--- src/rtl/serial_bits_eq_pkg.sv ---
// serial_bits_eq_pkg: shared FSM state type and index-width helper
// for the serial_bits_eq comparator.
package serial_bits_eq_pkg;

  typedef enum logic [1:0] {
    IDLE  = 2'd0,
    SHIFT = 2'd1,
    DONE  = 2'd2
  } state_e;

  function automatic int idx_w(input int w);
    return (w < 2) ? 1 : $clog2(w);
  endfunction

endpackage

--- src/rtl/serial_bits_eq_shreg.sv ---
// serial_bits_eq_shreg: WIDTH-bit load / shift-right register,
// async active-low clear; lsb is the bit currently presented.
module serial_bits_eq_shreg #(
  parameter int WIDTH = 3
) (
  input  logic             clk,
  input  logic             rst_n,
  input  logic             load,
  input  logic             shift,
  input  logic [WIDTH-1:0] d,
  output logic             lsb
);

  logic [WIDTH-1:0] r;

  always_ff @(posedge clk or negedge rst_n) begin
    if (!rst_n) begin
      r <= '0;
    end else if (load) begin
      r <= d;
    end else if (shift) begin
      r <= r >> 1;
    end
  end

  assign lsb = r[0];

endmodule

--- src/rtl/serial_bits_eq.sv ---
// serial_bits_eq: bit-serial equality compare, LSB first, valid/ready.
// Define SERIAL_BITS_EQ_EARLY_EXIT_EN to finish on the first mismatch.
module serial_bits_eq
  import serial_bits_eq_pkg::*;
#(
  parameter int WIDTH = 3
) (
  input  logic                      CLK,
  input  logic                      ASYNCRESETN,
  input  logic [WIDTH-1:0]          I0,
  input  logic [WIDTH-1:0]          I1,
  input  logic                      I_valid,
  output logic                      I_ready,
  output logic                      O,
  output logic [idx_w(WIDTH)-1:0]   O_idx,
  output logic                      O_valid,
  input  logic                      O_ready
);

  localparam int IW = idx_w(WIDTH);
  localparam logic [IW-1:0] LAST = IW'(WIDTH - 1);

  state_e        state;
  logic [IW-1:0] cnt;
  logic [IW-1:0] idx_q;
  logic          eq_q;
  logic          accept;
  logic          shifting;
  logic          a_bit;
  logic          b_bit;
  logic          miss;
  logic          leave;

  // Gated by reset so no accept is advertised while held in reset.
  assign I_ready  = (state == IDLE) && ASYNCRESETN;
  assign accept   = I_valid && I_ready;
  assign shifting = (state == SHIFT);
  assign miss     = a_bit ^ b_bit;

`ifdef SERIAL_BITS_EQ_EARLY_EXIT_EN
  assign leave = (cnt == LAST) || (miss && eq_q);
`else
  assign leave = (cnt == LAST);
`endif

  serial_bits_eq_shreg #(.WIDTH(WIDTH)) u_sh_a (
    .clk   (CLK),
    .rst_n (ASYNCRESETN),
    .load  (accept),
    .shift (shifting),
    .d     (I0),
    .lsb   (a_bit)
  );

  serial_bits_eq_shreg #(.WIDTH(WIDTH)) u_sh_b (
    .clk   (CLK),
    .rst_n (ASYNCRESETN),
    .load  (accept),
    .shift (shifting),
    .d     (I1),
    .lsb   (b_bit)
  );

  always_ff @(posedge CLK or negedge ASYNCRESETN) begin
    if (!ASYNCRESETN) begin
      state <= IDLE;
      cnt   <= '0;
      eq_q  <= 1'b0;
      idx_q <= '0;
    end else begin
      unique case (state)
        IDLE: begin
          if (accept) begin
            state <= SHIFT;
            cnt   <= '0;
            eq_q  <= 1'b1;
            idx_q <= '0;
          end
        end
        SHIFT: begin
          if (miss && eq_q) begin
            eq_q  <= 1'b0;
            idx_q <= cnt;
          end
          if (leave) begin
            state <= DONE;
          end else begin
            cnt <= cnt + IW'(1);
          end
        end
        DONE: begin
          if (O_ready) begin
            state <= IDLE;
          end
        end
        default: state <= IDLE;
      endcase
    end
  end

  assign O_valid = (state == DONE);
  assign O       = O_valid && eq_q;
  assign O_idx   = idx_q;

endmodule
--- config.mk ---
export PLATFORM = sky130hd
export DESIGN_NAME = serial_bits_eq
export DESIGN_NICKNAME = d
export VERILOG_FILES = /design/src/rtl/serial_bits_eq_pkg.sv /design/src/rtl/serial_bits_eq_shreg.sv /design/src/rtl/serial_bits_eq.sv
export SDC_FILE = /design/constraint.sdc
export NUM_CORES = 1
export LEC_CHECK = 0
export CORE_AREA = 2 2 39 41
export CTS_BUF_LIST = sky130_fd_sc_hd__clkbuf_8
export CTS_CLUSTER_SIZE = 20
export DETAILED_ROUTE_END_ITERATION = 12
export DIE_AREA = 0 0 41 43
export PLACE_DENSITY = 0.84
export SYNTH_ARGS = -nofsm -noshare
export SYNTH_HDL_FRONTEND = slang
export SYNTH_SLANG_ARGS = --single-unit
--- constraint.sdc ---
create_clock -name CLK -period 1.6 [get_ports CLK]
set_input_delay 0.24 -clock CLK [delete_from_list [all_inputs] [get_ports CLK]]
set_output_delay 0.24 -clock CLK [all_outputs]
set_load 0.02 [all_outputs]
==> flow_metrics.env <==
export IMPL_status="finished, final reports clean"
export IMPL_grt_usage=0.188
export IMPL_drc=0
export IMPL_place_worst_setup_slack_ps=-214
export IMPL_timing_rr_start="state[0]$_DFFE_PN0P_"
export IMPL_clk_pin_slew_worst_paths_ps=50
export IMPL_dieArea_um2=1760
export IMPL_min_path_type="input port to asynchronous set/reset pin"
export IMPL_final_area_um2=867
export IMPL_min_period_ps=1510
export IMPL_routabilityCongestion=0.732
export IMPL_fin_crit_sh=0.944
export IMPL_seqPwrFrac=0.360
export IMPL_synth_top_area_frac=0.521
export IMPL_cts_sinks=13
export IMPL_swShare=0.359
export IMPL_viasPerCell=5.31
export IMPL_rows=14
export IMPL_htree_levels=1
export IMPL_clk_insertion_delay_late_ps=240
export IMPL_setup_tns_ps=0
export IMPL_n_antenna_cell=0
export IMPL_routedWlPerCell_um=13.9
export IMPL_yosysTopAreaCell="dfrtp_1"
export IMPL_setup_violations=0
export IMPL_cp_cell_sequence="clkdlybuf4s50_1 -> nor3b_1 -> clkdlybuf4s15_1"
export IMPL_fmax_ghz=0.662
export IMPL_syn_avg_cell_area_um2=11.0
export IMPL_die_h_um=43
export IMPL_floorplan_initialDensity=0.451
export IMPL_power_frac_clock=0.172
export IMPL_ys_warn_count=0
export IMPL_cp_data_required_time_ps=1360
export IMPL_hold_viol_final=0
export IMPL_ios=15
export IMPL_place_port_buffers=14
export IMPL_drv_cap=0
export IMPL_placed_area_um2=828
export IMPL_start_kind="input port"
export IMPL_core_um2=1380
export IMPL_totalWireLength_mm=1.35
export IMPL_peakVddDrop_mv=0.924
export IMPL_grt_max_degree=14
export IMPL_grt_pass1_wl_mm=2.16
export IMPL_hold_ws_ps=464
export IMPL_setup_ws_ps=89.1
export IMPL_relSlewSlack=0.824
export IMPL_vias=515
export IMPL_synth_fp_nets=68
export IMPL_synth_distinct_cells=24
export IMPL_leakage_nw=0.442
export IMPL_dp_hpwl_mm=1.02
export IMPL_fin_util=0.627
export IMPL_firstDrtPassIters=2
export IMPL_met2_usage=0.309
export IMPL_ant_nets=0
export IMPL_combPwrFrac=0.468
export IMPL_crit_path_end_kind="primary output"
export IMPL_cp_slowest_cell="clkdlybuf4s50_1"
export IMPL_grt_pass1_vias=534
export IMPL_synthTopCellsByArea="dfrtp_1 52%, a22o_1 7.0%, a21o_1 4.8%, nand2_1 4.2%, a221o_1 3.2%"
export IMPL_die_x_um=41
export IMPL_areaGrowthSynthToFinish_pct=38.9
export IMPL_drv_slew=0
export IMPL_rsz0062_at_grt="no"
export IMPL_drt_iter0_drc=3
export IMPL_worst_slew_pin_slew_ps=263
export IMPL_gr_usage_met3=0.0471
export IMPL_power_internal_mw=1.03
export IMPL_synth_area_um2=624
export IMPL_crit_family="buffers and inverters"
export IMPL_cts_tree="built"
export IMPL_drive_gt1_frac=0.173
export IMPL_cts_inserted_buffers=3
export IMPL_synth_seq_cells=13
export IMPL_nNetsFinal=93
export IMPL_synthCells=57
export IMPL_cp_arrival_ps=1270
export IMPL_p_switching_mw=0.574
export IMPL_fin_worst_skew_ps=3.41
export IMPL_antenna_found_initial=0
export IMPL_max_stage_delay_ps=490
export IMPL_p_per_area_nw_per_um2=1850
export IMPL_cp_startpoint="ASYNCRESETN"
export IMPL_cp_max_fo=2
export IMPL_overflow=0
export IMPL_path_buf_inv=2
export IMPL_cts_hold_buf=0
export IMPL_grt_most_used_layer="met2"
export IMPL_ys_seq_area_frac=0.521
export IMPL_clock_path_buffers=2
export IMPL_cts_root_buf="clkbuf_8"
export IMPL_path_class="input port to primary output"
export IMPL_met1_usage=0.207
## power by group through the flow
stage	combinational (mW)	clock [mW]	sequential [mW]
floorplan	0.455	0	0.589
global placement	0.732	0	0.567
detailed placement	0.759	0	0.582
CTS	0.751	0.282	0.578
global route	0.818	0.300	0.595
finish	0.748	0.276	0.576
## registers in the layout (all words and copies together), names as in the netlist
register,cells
eq_q,1
O_idx,2
u_sh_b.r,3
state,2
u_sh_a.r,3
cnt,2
## cells in the final DEF, fill, tap and decap left out, types with 2 or more instances in the layout
cell type | netlist | layout
a21o_1 | 4 | 4
a21oi_1 | 3 | 3
a221o_1 | 2 | 2
a22o_1 | 5 | 5
and2_1 | 3 | 3
buf_4 | 0 | 8
clkbuf_8 | 0 | 3
clkdlybuf4s50_1 | 0 | 11
dfrtp_1 | 13 | 13
inv_1 | 2 | 3
nand2_1 | 7 | 7
nor2_1 | 2 | 2
o21ai_0 | 2 | 2
## tightest hold or removal path: stages
cell and delay [ps]:
clkdlybuf4s50_1 490, buf_4 120, buf_4 200
## cells in the mapped netlist, drive strengths merged
| library cell | n |
|---|---|
| nand2b | 1 |
| nor2b | 1 |
| or2b | 1 |
| ha | 1 |
| nor3b | 1 |
| buf | 2 |
| nor2 | 3 |
| mux2i | 1 |
| and2 | 3 |
| nand2 | 7 |
| dfrtp | 13 |
| a221o | 2 |
| and2b | 1 |
| and4bb | 1 |
| o22ai | 1 |
| xor2 | 1 |
| o21ai | 2 |
| a21o | 4 |
| or3b | 1 |
| a22o | 5 |
| inv | 2 |
| a21oi | 3 |
## final timing paths
| kind | endpoint | slack, ps | cells after the start |
|---|---|---|---|
| max in group asynchronous | u_sh_b.r[1]$_DFFE_PN0P_ | 980 | 3 |
| worst max-delay path | I_ready | 90 | 3 |
| min in group CLK | cnt[0]$_DFFE_PN0P_ | 480 | 1 |
| worst min register to register | cnt[0]$_DFFE_PN0P_ | 480 | 1 |
| worst min-delay path | eq_q$_DFFE_PN0P_ | 460 | 3 |
| worst max register to register | O_idx[0]$_DFFE_PN0P_ | 170 | 4 |
## timing repair
action | in CTS | in global routing
setup endpoints to repair | 3 | 2
buffers inserted | 0 | 0
pin swaps | 0 | 0
resized for setup | 3 | 3
## per-layer routing
metal	routed length, µm	share of wire	vias up
met1	554	0.41	249
li1	-	-	251
met3	53	0.039	4
met2	700	0.52	11
met4	37	0.028	0
met5	0	0	-
## area by class of cell
| type | instances | area [µm²] |
|---|---|---|
| Timing Repair Buffer | 22 | 194 |
| Clock buffer | 3 | 41.3 |
| Fill cell | 117 | 517 |
| Clock inverter | 1 | 3.75 |
| Sequential cell | 13 | 325 |
| Multi-Input combinational cell | 40 | 275 |
| Tap cell | 16 | 20.0 |
| Inverter | 2 | 7.51 |
## cells by family after synthesis
logic type,after synthesis,synth area share
adders and majority gates,1,0.0200
AOI/OAI and AO/OA,17,0.200
buffers and inverters,4,0.0381
and+or+nand+nor,20,0.190
xor gates and xnor gates,1,0.0140
muxes,1,0.0160
DFF,13,0.521
## through the flow
step | power (mW) | std cells
floorplan | 1.04 | 57
global route | 1.71 | 97
global placement | 1.30 | 93
finish | 1.60 | 97
detailed placement | 1.34 | 93
CTS | 1.61 | 97
(Power assumes the default switching activity.)
